--- src/rtl/rf_copy_engine.sv ---
// Block copy / block fill engine that masters the single-port register file.
// Copy moves one word per RD -> CAP -> WR triplet; fill writes one word per cycle.
module rf_copy_engine #(
  parameter int WIDTH = 16,
  parameter int DEPTH = 8,
  localparam int AW = $clog2(DEPTH)
) (
  input  logic             clk,
  input  logic             rst,
  input  logic             start,
  input  logic             mode,
  input  logic [AW-1:0]    src_addr,
  input  logic [AW-1:0]    dst_addr,
  input  logic [AW:0]      len,
  input  logic [WIDTH-1:0] fill_data,
  output logic             busy,
  output logic             done,
  output logic [AW:0]      words_done,
  output logic             rf_rden,
  output logic             rf_wren,
  output logic [AW-1:0]    rf_address,
  output logic [WIDTH-1:0] rf_wrdata,
  input  logic [WIDTH-1:0] rf_rddata
);

  typedef enum logic [2:0] {
    S_IDLE = 3'd0,
    S_RD   = 3'd1,
    S_CAP  = 3'd2,
    S_WR   = 3'd3,
    S_DONE = 3'd4
  } state_t;

  localparam logic [AW:0] MAX_LEN  = (AW+1)'(DEPTH);
  localparam logic [AW:0] ZERO_LEN = (AW+1)'(0);
  localparam logic [AW:0] ONE_LEN  = (AW+1)'(1);

  state_t           state_r;
  state_t           state_nxt_s;
  logic             mode_r;
  logic [AW-1:0]    src_r;
  logic [AW-1:0]    dst_r;
  logic [AW:0]      len_r;
  logic [AW:0]      cnt_r;
  logic [WIDTH-1:0] fill_r;
  logic [WIDTH-1:0] data_r;
  logic [AW:0]      len_clamp_s;
  logic [AW:0]      cnt_inc_s;
  logic             rf_rden_s;
  logic             rf_wren_s;
  logic [AW-1:0]    rf_address_s;
  logic [WIDTH-1:0] rf_wrdata_s;

  assign len_clamp_s = (len > MAX_LEN) ? MAX_LEN : len;
  assign cnt_inc_s   = cnt_r + ONE_LEN;

  // Next-state decode; cnt_inc_s is the word count once the current write lands
  always_comb begin
    state_nxt_s = state_r;
    case (state_r)
      S_IDLE: begin
        if (start) begin
          if (len_clamp_s == ZERO_LEN) begin
            state_nxt_s = S_DONE;
          end else if (mode) begin
            state_nxt_s = S_WR;
          end else begin
            state_nxt_s = S_RD;
          end
        end else begin
          state_nxt_s = S_IDLE;
        end
      end
      S_RD:  state_nxt_s = S_CAP;
      S_CAP: state_nxt_s = S_WR;
      S_WR: begin
        if (cnt_inc_s == len_r) begin
          state_nxt_s = S_DONE;
        end else if (mode_r) begin
          state_nxt_s = S_WR;
        end else begin
          state_nxt_s = S_RD;
        end
      end
      S_DONE:  state_nxt_s = S_IDLE;
      default: state_nxt_s = S_IDLE;
    endcase
  end

  // Bus outputs decoded purely from state and latched command registers
  always_comb begin
    rf_rden_s    = 1'b0;
    rf_wren_s    = 1'b0;
    rf_address_s = {AW{1'b0}};
    rf_wrdata_s  = {WIDTH{1'b0}};
    case (state_r)
      S_RD: begin
        rf_rden_s    = 1'b1;
        rf_address_s = src_r + cnt_r[AW-1:0];
      end
      S_WR: begin
        rf_wren_s    = 1'b1;
        rf_address_s = dst_r + cnt_r[AW-1:0];
        rf_wrdata_s  = mode_r ? fill_r : data_r;
      end
      default: begin
        rf_rden_s = 1'b0;
      end
    endcase
  end

  assign rf_rden    = rf_rden_s;
  assign rf_wren    = rf_wren_s;
  assign rf_address = rf_address_s;
  assign rf_wrdata  = rf_wrdata_s;
  assign busy       = (state_r != S_IDLE);
  assign done       = (state_r == S_DONE);
  assign words_done = cnt_r;

  // State, command latch, read-data capture and word counter
  always_ff @(posedge clk or negedge rst) begin
    if (!rst) begin
      state_r <= S_IDLE;
      mode_r  <= 1'b0;
      src_r   <= {AW{1'b0}};
      dst_r   <= {AW{1'b0}};
      len_r   <= ZERO_LEN;
      cnt_r   <= ZERO_LEN;
      fill_r  <= {WIDTH{1'b0}};
      data_r  <= {WIDTH{1'b0}};
    end else begin
      state_r <= state_nxt_s;
      case (state_r)
        S_IDLE: begin
          if (start) begin
            mode_r <= mode;
            src_r  <= src_addr;
            dst_r  <= dst_addr;
            len_r  <= len_clamp_s;
            fill_r <= fill_data;
            cnt_r  <= ZERO_LEN;
          end
        end
        S_CAP:   data_r <= rf_rddata;
        S_WR:    cnt_r  <= cnt_inc_s;
        default: ;
      endcase
    end
  end

endmodule

--- config.mk ---
export PLATFORM = sky130hd
export DESIGN_NAME = rf_copy_engine
export DESIGN_NICKNAME = d
export VERILOG_FILES = /design/src/rtl/rf_copy_engine.sv
export SDC_FILE = /design/constraint.sdc
export NUM_CORES = 1
export LEC_CHECK = 0
export ABC_AREA = 1
export BUFFER_PORTS_ARGS = -buffer_cell sky130_fd_sc_hd__buf_2
export CAP_MARGIN = 20
export CORE_MARGIN = 2
export CORE_UTILIZATION = 45
export CTS_BUF_LIST = sky130_fd_sc_hd__clkbuf_8
export CTS_CLUSTER_SIZE = 20
export DETAILED_ROUTE_END_ITERATION = 10
export PLACE_DENSITY = 0.71
export SLEW_MARGIN = 20
export SYNTH_ARGS = -nofsm -noshare
export SYNTH_HDL_FRONTEND = slang
export SYNTH_SLANG_ARGS = --single-unit
export TNS_END_PERCENT = 1
--- constraint.sdc ---
create_clock -name clk -period 2.7 [get_ports clk]
set_input_delay 0.27 -clock clk [delete_from_list [all_inputs] [get_ports clk]]
set_output_delay 0.27 -clock clk [all_outputs]
set_load 0.05 [all_outputs]
# [After elaboration in Yosys (flattened, before gate mapping)]
# Index checks and enable logic that the tools add are counted.
[totals] ff_bits=50 latch_bits=0 mem_bits_rw=0 romBits=0 input_bits=46 output_inout_bits=27 n_memories=0
[classes] n_addsub=3 multipliers=0 div=0 magnitude_cmp=1 n_eq_ne=6 n_shift=0 muxes=14 bitwise=0 n_reduce_logical=6
[op_table] cell="$mux 16" count=2
[op_table] cell="$pmux 3 s4" count=1
[op_table] cell="$mux 3" count=3
[op_table] cell="$mux 4" count=2
[op_table] cell="$pmux 4 s2" count=1
[op_table] cell="$add 3x3->3" count=2
[op_table] cell="$eq 3x2->1 const B" count=2
[op_table] cell="$pmux 3 s2" count=1
[op_table] cell="$add 4x1->4 const B" count=1
[op_table] cell="$eq 4x4->1" count=1
[op_table] cell="$gt 4x4->1 const B" count=1
[op_table] cell="$logic_not 4->1" count=1
[op_table] cell="$mux 2" count=2
[op_table] cell="$reduce_and 2->1" count=2
[op_table] cell="$eq 3x1->1 const B" count=1
[op_table] cell="$eq 3x3->1 const B" count=1
[op_table] cell="$logic_not 3->1" count=1
[op_table] cell="$reduce_bool 3->1" count=1
[op_table] cell="$mux 1" count=2
[op_table] cell="$ne 2x2->1 const B" count=1
[op_table] cell="$reduce_bool 2->1" count=1

# [Logic depth before layout (Yosys ltp)]
# Gate-level depths: netlist of the first run.
[logic_depth] word_depth=6 depth_mapped=12 mapped_depth_nobuf=11

# [Least setup slack after synthesis of the first run]
# No wires, ideal clock.
[synth_path] kind="flip-flop to output port" from="reg state_r[1]" to="out rf_address[2]" arrival_time_ns=2.393 required_time_ns=2.430 setup_slack_ns=0.037 stages_incl_launch_ff=12 n_path_buf=1 cell_sequence="dfrtp_1 nand3_4 inv_2 buf_4 nand2_1 nand2_1 ha_1 inv_1 fa_1 xor2_1 or2_1 a21oi_2"
[synth_between] elab_chain_cells=2
[synth_lines] element="from (decl)" line_no="38" rtl="state_t state_r;"
[synth_lines] element="from (signal assigned)" line_no="132" rtl="state_r <= state_nxt_s;"
[synth_lines] element="$eq 3x2->1 / $eq 3x1->1 (equally long branches)" line_no="96" rtl="case (state_r)"
[synth_lines] element="$pmux 3 s2 (*)" line_no="96"
[synth_lines] element="to (decl)" line_no="21" rtl="output logic [AW-1:0] rf_address,"
# Mark *: on every way between the ends. The rest lies on a longest branch, timed or not.

# [Final worst setup path of the first run]
[layout_path] from="reg state_r[0]" to="out rf_address[2]"
# Same word-level chain as after synthesis.

==> impl_metrics.tcl, run 1 <==
set metrics [dict create \
    ant_nets 0 \
    crit_top_cell "nand2_1" \
    fmax_ghz 0.394 \
    grt_max_degree 36 \
    end_kind "primary output" \
    first_iter_violations 114 \
    clkPwrFrac 0.104 \
    worstSkewPairLatency_ns 0.30 \
    grt_pass1_wl_mm 9.36 \
    worst_pin_slew_ns 0.530 \
    reg2reg_from "state_r[1]" \
    io_buffers 72 \
    firstDrtPassIters 4 \
    slew_headroom 0.646 \
    netSwitchingFraction 0.490 \
    htreeDepth 2 \
    path_cells "nand3_4, inv_2, nand2_1, nand2_1, ha_1, inv_1, fa_2, xor2_1, or2_1, a21oi_2, buf_6" \
    p_switching_mw 2.00 \
    required_ns 2.43 \
    mostFrequentLayoutCells "159 x nand2_1, 71 x buf_2, 50 x dfrtp_1" \
    antenna_found_initial 0 \
    irDropWorstVdd_v 0.000704 \
    cp_slowest_cell "dfrtp_1" \
    cts_tree "done" \
    grt_util_met3 0.0475 \
    initial_utilization 0.467 \
    power_density_mw_per_mm2 1320 \
    post-place-ws_ns 0.345 \
    wl_mm 5.53 \
    synth_seq_cells 50 \
    final_common_cell "nand2_1" \
    setup_tns_ns 0 \
    num_antenna_cells 0 \
    die_y_um 79.6 \
    rrSetupSlack_ns 1.08 \
    synth_cells 317 \
    synth_fp_nets 366 \
    r2r_cells 6 \
    dp.cells 454 \
    ys_warn_count 0 \
    final-hold-violation-count 0 \
    setup_slack_ns 0.162 \
    min_path_type "primary input to register" \
    p_leak_nw 1.86 \
    cts.sinks 50 \
    finalSetupViolCount 0 \
    cts_made_buffers 5 \
    hold_path_depth 3 \
    busiest_layer "met2" \
    use_met2 0.297 \
    gr-total-overflow 0 \
    start_kind "register" \
    total_power_mw 4.08 \
    ios 73 \
    r2r-end "len_r[3]" \
    syn_to_final_growth_pct 20.5 \
    cts.path.max_buffers 2 \
    synth.avg_cell_area_um2 8.11 \
    dieArea_mm2 0.00633 \
    use_met1 0.257 \
    crit_type "register to primary output" \
    cts-root-buf "clkbuf_8" \
    netlist_area_mm2 0.00257 \
    viasPerCell 4.67 \
    power.internal_mw 2.08 \
    slew_violations 0 \
    max-cap-violations 0 \
    remaining_drc_errors 0 \
    finClkSkew_ns 0.00382 \
    clk_pin_slew_ns 0.08 \
    status "completed" \
    place_congestion 0.877 \
    grt_setup_unrepaired "false" \
    grt_pass1_vias 2064 \
    cp_max_fo 6 \
    layout.cells.non_filler 463 \
    ys_seq_area_frac 0.487 \
    wire_per_inst_um 11.9 \
    max_stage_delay_ns 0.48 \
    nNetsFinal 441 \
    drive_gt1_frac 0.286 \
    finalCritPeriodShare 0.940 \
    endpoint "rf_address[2]" \
    gr-usage-all-layers 0.189 \
    finalCriticalPeriod_ns 2.54 \
    synth_cell_type_count 30 \
    die_w_um 79.6 \
    core_area_mm2 0.00551 \
    crit_path_start "state_r[0]" \
    worstPathArrival_ns 2.27 \
    num_vias 2164 \
    pwr-share-seq 0.323 \
    core.rowCount 27 \
    p_comb_frac 0.574 \
    dp_hpwl_mm 3.88 \
]
## cells in the mapped netlist
master    count  area (um^2)
nand4_1       3         18.8
nand2_4       1         11.3
mux2_2        8         90.1
clkinv_1      1         3.75
inv_2         4         15.0
inv_1        32          120
nor3_1        1         5.00
nor2_1        4         15.0
xor2_1        1         8.76
nand2_2       1         6.26
fa_1          1         20.0
a21oi_2       1         8.76
nor2_4        1         11.3
buf_4         3         22.5
nand3_2       1         10.0
nand3_4       1         17.5
buf_1         1         3.75
buf_2         7         35.0
ha_1          2         25.0
mux2i_1       1         10.0
o22ai_1       4         25.0
mux2_4        8          120
nand3_1      11         55.1
nand2_1     159          597
dfrtp_1      50         1250
o21a_1        1         7.51
or2_1         1         6.26
a31oi_1       1         6.26
o21ai_0       6         30.0
buf_8         1         15.0
## per-stage QoR
| stage | hold slack (ns) | instance area, um^2 | util |
|---|---|---|---|
| final | 0.158 | 3100 | 0.563 |
| after global routing | 0.161 | 3100 | 0.563 |
| after CTS | 0.149 | 3080 | 0.559 |
| after detailed placement | 0.201 | 2980 | 0.542 |
| after global placement | 0.200 | 2980 | 0.542 |
| after floorplan | -0.0256 | 2570 | - |
## state kept, by name, summed over array words and instances (netlist names)
register / flops
len_r: 4
dst_r: 3
mode_r: 1
data_r: 16
src_r: 3
fill_r: 16
words_done: 4
state_r: 3
## layer usage
metal | up-vias | share of wire
met5 | - | 0
li1 | 1112 | -
met1 | 995 | 0.49
met2 | 50 | 0.45
met4 | 0 | 0.014
met3 | 7 | 0.052
## worst min-delay path by stage
stage	from	endpoint	slack, ns
final	fill_data[3]	fill_r[3]	0.16
after floorplan	rst	data_r[0]	-0.03
after global routing	fill_data[2]	fill_r[2]	0.16
after CTS	fill_data[3]	fill_r[3]	0.15
after detailed placement	rst	data_r[11]	0.20
after global placement	rst	data_r[11]	0.20
## area by class of cell
type                            count  area [um^2]
Fill cell                         545         2410
Sequential cell                    50         1250
Multi-Input combinational cell    218         1110
Timing Repair Buffer               80          429
Inverter                           37          139
Tap cell                           72         90.1
Clock buffer                        6         82.6
## power groups by stage
stage,Sequential (mW),Clock [mW],Combinational (mW)
after CTS,1.32,0.441,2.32
after global routing,1.37,0.465,2.59
after floorplan,1.35,0,1.83
after detailed placement,1.33,0,2.31
after global placement,1.32,0,2.29
final,1.32,0.423,2.34
## cell families (layout without fill, tap and decap cells)
kind of cell               Yosys count  count (layout)  share of synthesized area
xor gates and xnor gates             1               1                    0.00341
DFF                                 50              50                      0.487
and+or+nand+nor                    184             184                      0.293
adders and majority gates            3               3                     0.0175
buffers and inverters               49             123                     0.0837
muxes                               17              17                     0.0856
AOI/OAI and AO/OA                   13              13                     0.0302
## critical path: cells and delay by family (launching register included)
kind / cells / cell delay (ns)
flip-flops: 1 / 0.48
AO/OA/AOI/OAI: 1 / 0.13
AND/OR/NAND/NOR: 4 / 0.46
adder cells (fa/ha/maj): 2 / 0.46
buffers and inverters: 3 / 0.29
XOR/XNOR: 1 / 0.15
## repair_timing
action                                  4_1_cts  5_1_grt
endpoints found under the setup margin        0        1
resized for setup                             0        4
hold buffers                                  1        0
buffers inserted                              0        2
endpoints found under the hold margin        15        0
No activity file was read; power rests on OpenSTA's default activity.
==> inputs of run 2 (changes only) <==
BUFFER_PORTS_ARGS = -buffer_cell sky130_fd_sc_hd__buf_4   (was -buffer_cell sky130_fd_sc_hd__buf_2)
CTS_CLUSTER_SIZE = 10   (was 20)
==> run 2 against run 1 <==
Effect of this change: the flow now finishes with violations (hold timing); register-to-register slack worse by 0.03 ns; hold slack got worse by 0.18 ns; die area stayed put; highest routed layer unchanged.
==> impl_metrics.tcl, run 2 (synthesis results as in run 1) <==
set metrics [dict create \
    status "complete, but fails checks" \
    violations "hold timing" \
    finalSetupViolCount 0 \
    drive_gt1_frac 0.286 \
    finClkSkew_ns 0.00570 \
    worst_pin_slew_ns 0.625 \
    fin_util 0.593 \
    cts_tree "done" \
    total_power_mw 4.23 \
    dp_hpwl_mm 4.01 \
    p_leak_nw 1.90 \
    r2r_cells 6 \
    use_met1 0.252 \
    antenna_found_initial 0 \
    use_met2 0.313 \
    finalCritPeriodShare 0.956 \
    final_common_cell "nand2_1" \
    cts_hold_buf 0 \
    place_congestion 0.838 \
    die_y_um 79.6 \
    finalCriticalPeriod_ns 2.58 \
    wire_per_inst_um 12.4 \
    fin_area_mm2 0.00327 \
    mostFrequentLayoutCells "159 x nand2_1, 77 x buf_4, 49 x dfrtp_1" \
    gr-usage-all-layers 0.191 \
    remaining_drc_errors 0 \
    grt_pass1_vias 2101 \
    initial_utilization 0.467 \
    power_density_mw_per_mm2 1300 \
    worstSkewPairLatency_ns 0.30 \
    slew_headroom 0.583 \
    crit_type "register to primary output" \
    core_area_mm2 0.00551 \
    grt_pass1_wl_mm 9.36 \
    io_buffers 72 \
    htreeDepth 2 \
    clk_pin_slew_ns 0.09 \
    die_w_um 79.6 \
    grt_max_degree 51 \
    viasPerCell 4.71 \
    grt_util_met3 0.0464 \
    busiest_layer "met2" \
    irDropWorstVdd_v 0.000655 \
    end_kind "primary output" \
    fillCellCount 520 \
    first_iter_violations 129 \
    max-cap-violations 0 \
    required_ns 2.43 \
    syn_to_final_growth_pct 27.1 \
    nNetsFinal 439 \
    worstPathArrival_ns 2.31 \
    core.rowCount 27 \
    min_path_type "primary input to async pin" \
    cts_made_buffers 5 \
    post_dp_cell_area_mm2 0.00316 \
    ios 73 \
    slew_violations 0 \
    final-hold-violation-count 29 \
    cts-root-buf "clkbuf_8" \
    start_kind "register" \
    cp_max_fo 5 \
    dieArea_mm2 0.00633 \
    hold_slack_ns -0.0262 \
    seqCellArea_mm2 0.00125 \
    fmax_ghz 0.388 \
    layout.cells.non_filler 463 \
    firstDrtPassIters 4 \
    dp.cells 453 \
    multi_input_area_mm2 0.00110 \
    cts.path.max_buffers 2 \
    wl_mm 5.72 \
    cts.sinks 50 \
    reg.largest.list "data_r (16), fill_r (16)" \
    num_antenna_cells 0 \
    gr-total-overflow 0 \
    num_vias 2179 \
    ant_nets 0 \
]
run 2: cell type report:
class / count / area share
Tap cell: 72 / 0.0276
Inverter: 37 / 0.0425
Timing Repair Buffer: 78 / 0.180
Clock buffer: 6 / 0.0253
Clock inverter: 2 / 0.00268
Sequential cell: 50 / 0.383
Multi-Input combinational cell: 218 / 0.338
run 2: stage by stage:
| step | setup slack (ns) | hold slack, ns | setup TNS (ns) |
|---|---|---|---|
| 2_1_floorplan | 0.0369 | -0.0256 | 0 |
| 5_1_grt | -0.00439 | 0.0309 | -0.00439 |
| 3_3_place_gp | 0.425 | 0.330 | 0 |
| 3_5_place_dp | 0.395 | 0.336 | 0 |
| 6_report | 0.120 | -0.0262 | 0 |
| 4_1_cts | 0.0562 | 0.00224 | 0 |
run 2: power breakdown:
group          switching [mW]  internal (mW)  total (mW)
Combinational            1.57          0.898        2.47
Clock                   0.234          0.203       0.438
Sequential              0.226           1.10        1.32
run 2: path summary, 6_finish.rpt:
kind / start / end / slack (ns)
min in group clk: src_addr[2] / src_r[2] / 0.16
worst max register to register: state_r[1] / len_r[1] / 1.05
max in group asynchronous: rst / state_r[0] / 2.26
worst min register to register: fill_r[6] / fill_r[6] / 0.49
worst max-delay path: state_r[2] / rf_address[2] / 0.12
worst min-delay path: rst / data_r[10] / -0.03
run 2: worst max-delay path: stages, from the launching register on:
cell and delay [ns]:
dfrtp_1 0.42, inv_2 0.10, nand3_4 0.10, inv_2 0.07, nand2_1 0.05, nand2_1 0.06
ha_1 0.13, inv_1 0.05, fa_1 0.37, xor2_1 0.16, or2_1 0.23, a21oi_2 0.13
buf_6 0.17
run 2: repair_timing:
action / in CTS / in global routing
resized for setup: 0 / 2
setup buffers: 0 / 2
endpoints found under the setup margin: 0 / 1
run 2: per-layer routing:
layer	vias up	share of wire
li1	1114	-
met1	997	0.46
met2	58	0.47
met3	10	0.053
met4	0	0.014
met5	-	0
==> inputs of run 3 (changes only) <==
BUFFER_PORTS_ARGS = default   (was -buffer_cell sky130_fd_sc_hd__buf_4)
DONT_BUFFER_PORTS = 1   (was default)
PLACE_DENSITY = default   (was 0.71)
==> run 3 against run 2 <==
Effect of this change: the flow now finishes without violations; power shrank 4.5%; largest cell class unchanged; highest routed layer unchanged; cell count is 14% lower; clock skew is 0.0033 ns lower; critical endpoint unchanged.
==> impl_metrics.tcl, run 3 (synthesis results as in run 1) <==
set metrics [dict create \
    status "completed" \
    final_common_cell "nand2_1" \
    core.rowCount 27 \
    initial_utilization 0.467 \
    grt_max_degree 51 \
    gr-total-overflow 0 \
    core_area_mm2 0.00551 \
    hold_slack_ns 0.0707 \
    whs_endpoint "fill_r[13]" \
    worst_pin_slew_ns 0.882 \
    syn_to_final_growth_pct 10.2 \
    irDropWorstVdd_v 0.000635 \
    wire_per_inst_um 13.5 \
    first_iter_violations 70 \
    start_kind "register" \
    netSwitchingFraction 0.494 \
    seqCellArea_mm2 0.00125 \
    slew_violations 0 \
    busiest_layer "met2" \
    worstHoldStart "fill_data[13]" \
    multi_input_area_mm2 0.00111 \
    p_leak_nw 1.60 \
    gr-usage-all-layers 0.194 \
    reg2reg_from "words_done[0]" \
    cts_tree "done" \
    grt_pass1_wl_mm 9.42 \
    firstDrtPassIters 4 \
    die_w_um 79.6 \
    wl_mm 5.40 \
    finClkSkew_ns 0.00239 \
    p_switching_mw 2.00 \
    htreeDepth 2 \
    cts-root-buf "clkbuf_8" \
    end_kind "primary output" \
    grt_pass1_vias 1965 \
    io_buffers 0 \
    mostFrequentLayoutCells "159 x nand2_1, 49 x dfrtp_1, 33 x inv_1" \
    use_met2 0.296 \
    hold_path_depth 2 \
    remaining_drc_errors 0 \
    power.internal_mw 2.05 \
    cts.path.max_buffers 2 \
    num_antenna_cells 0 \
    use_met1 0.268 \
    place_congestion 0.758 \
    total_power_mw 4.04 \
    slew_headroom 0.408 \
    max_stage_delay_ns 0.42 \
    ant_nets 0 \
    dieArea_mm2 0.00633 \
    grt_setup_unrepaired "true" \
    final-hold-violation-count 0 \
    worstSkewPairLatency_ns 0.30 \
    num_vias 1971 \
    r2r_cells 9 \
    fillCellCount 566 \
    dp_hpwl_mm 3.69 \
    finalCritPeriodShare 0.951 \
    power_density_mw_per_mm2 1430 \
    cp_max_fo 6 \
    min_path_type "primary input to register" \
    worstPathArrival_ns 2.30 \
    r2r-end "state_r[0]" \
    die_y_um 79.6 \
    finalCriticalPeriod_ns 2.57 \
    path_cells "inv_2, nand3_4, inv_2, nand2_1, nand2_1, ha_1, inv_1, fa_2, xor2_1, or2_1, a21oi_2, buf_12" \
    cp_slowest_cell "dfrtp_1" \
    max-cap-violations 0 \
    ios 73 \
    crit_type "register to primary output" \
    rrSetupSlack_ns 1.07 \
    cts_made_buffers 5 \
    cts.sinks 50 \
    post-place-ws_ns 0.363 \
    finalSetupViolCount 0 \
    pwr-share-seq 0.323 \
    p_comb_frac 0.566 \
    grt_util_met3 0.0543 \
    viasPerCell 4.93 \
    clk_pin_slew_ns 0.09 \
    reg.largest.list "data_r (16), fill_r (16)" \
    required_ns 2.43 \
    setup_slack_ns 0.133 \
    nNetsFinal 376 \
    drive_gt1_frac 0.152 \
    clkPwrFrac 0.110 \
    fmax_ghz 0.390 \
    antenna_found_initial 0 \
]
run 3: cell count changes in the layout (fill, tap and decap cells not counted), sizes merged:
cell / before / now
buf: 78 / 14
dlygate4sd3: 0 / 1
run 3: power groups by stage:
stage / clock (mW) / combinational [mW] / sequential [mW]
after CTS: 0.465 / 2.30 / 1.31
after detailed placement: 0 / 2.27 / 1.32
after global routing: 0.494 / 2.57 / 1.36
final: 0.446 / 2.29 / 1.31
after global placement: 0 / 2.24 / 1.32
after floorplan: 0 / 1.83 / 1.35
run 3: layer usage:
metal | part of all wire | vias to the layer above
met5 | 0 | -
met4 | 0.017 | 0
met3 | 0.056 | 9
met2 | 0.45 | 57
met1 | 0.47 | 916
li1 | - | 989
run 3: area by class of cell:
cell class	instances	area share
flip-flops and latches	50	0.442
multi-input cells	218	0.393
repair buffers	15	0.0521
inverters	37	0.0490
well taps	72	0.0318
clock buffers	6	0.0292
clock inverters	2	0.00309
run 3: critical path, delay by kind of cell, from the launching register on:
family | cells | cell delay (ns)
AOI/OAI and AO/OA | 1 | 0.18
DFF | 1 | 0.42
xor gates and xnor gates | 1 | 0.15
buffers and inverters | 4 | 0.36
and+or+nand+nor | 4 | 0.42
adders and majority gates | 2 | 0.46
run 3: timing repair:
action | in CTS | in global routing
resized for setup | 0 | 2
setup buffers | 0 | 2
endpoints found under the hold margin | 50 | 0
setup endpoints to repair | 0 | 1
hold buffers | 2 | 0
run 3: metrics by stage:
step	instance area (um^2)	utilization	setup TNS, ns	instances
finish	2830	0.514	0	400
global route	2830	0.514	-0.0535	400
CTS	2810	0.511	0	398
detailed placement	2690	0.488	0	388
global placement	2690	0.488	0	388
floorplan	2570	-	0	317
run 3: worst max path at each step:
stage	slack (ns)	cells past startpoint	end	from
floorplan	0.04	11	rf_address[2]	state_r[1]
global placement	0.39	11	rf_address[2]	state_r[0]
detailed placement	0.36	11	rf_address[2]	state_r[0]
CTS	0.02	12	rf_address[2]	state_r[2]
global route	-0.05	12	rf_address[2]	state_r[2]
finish	0.13	12	rf_address[2]	state_r[2]
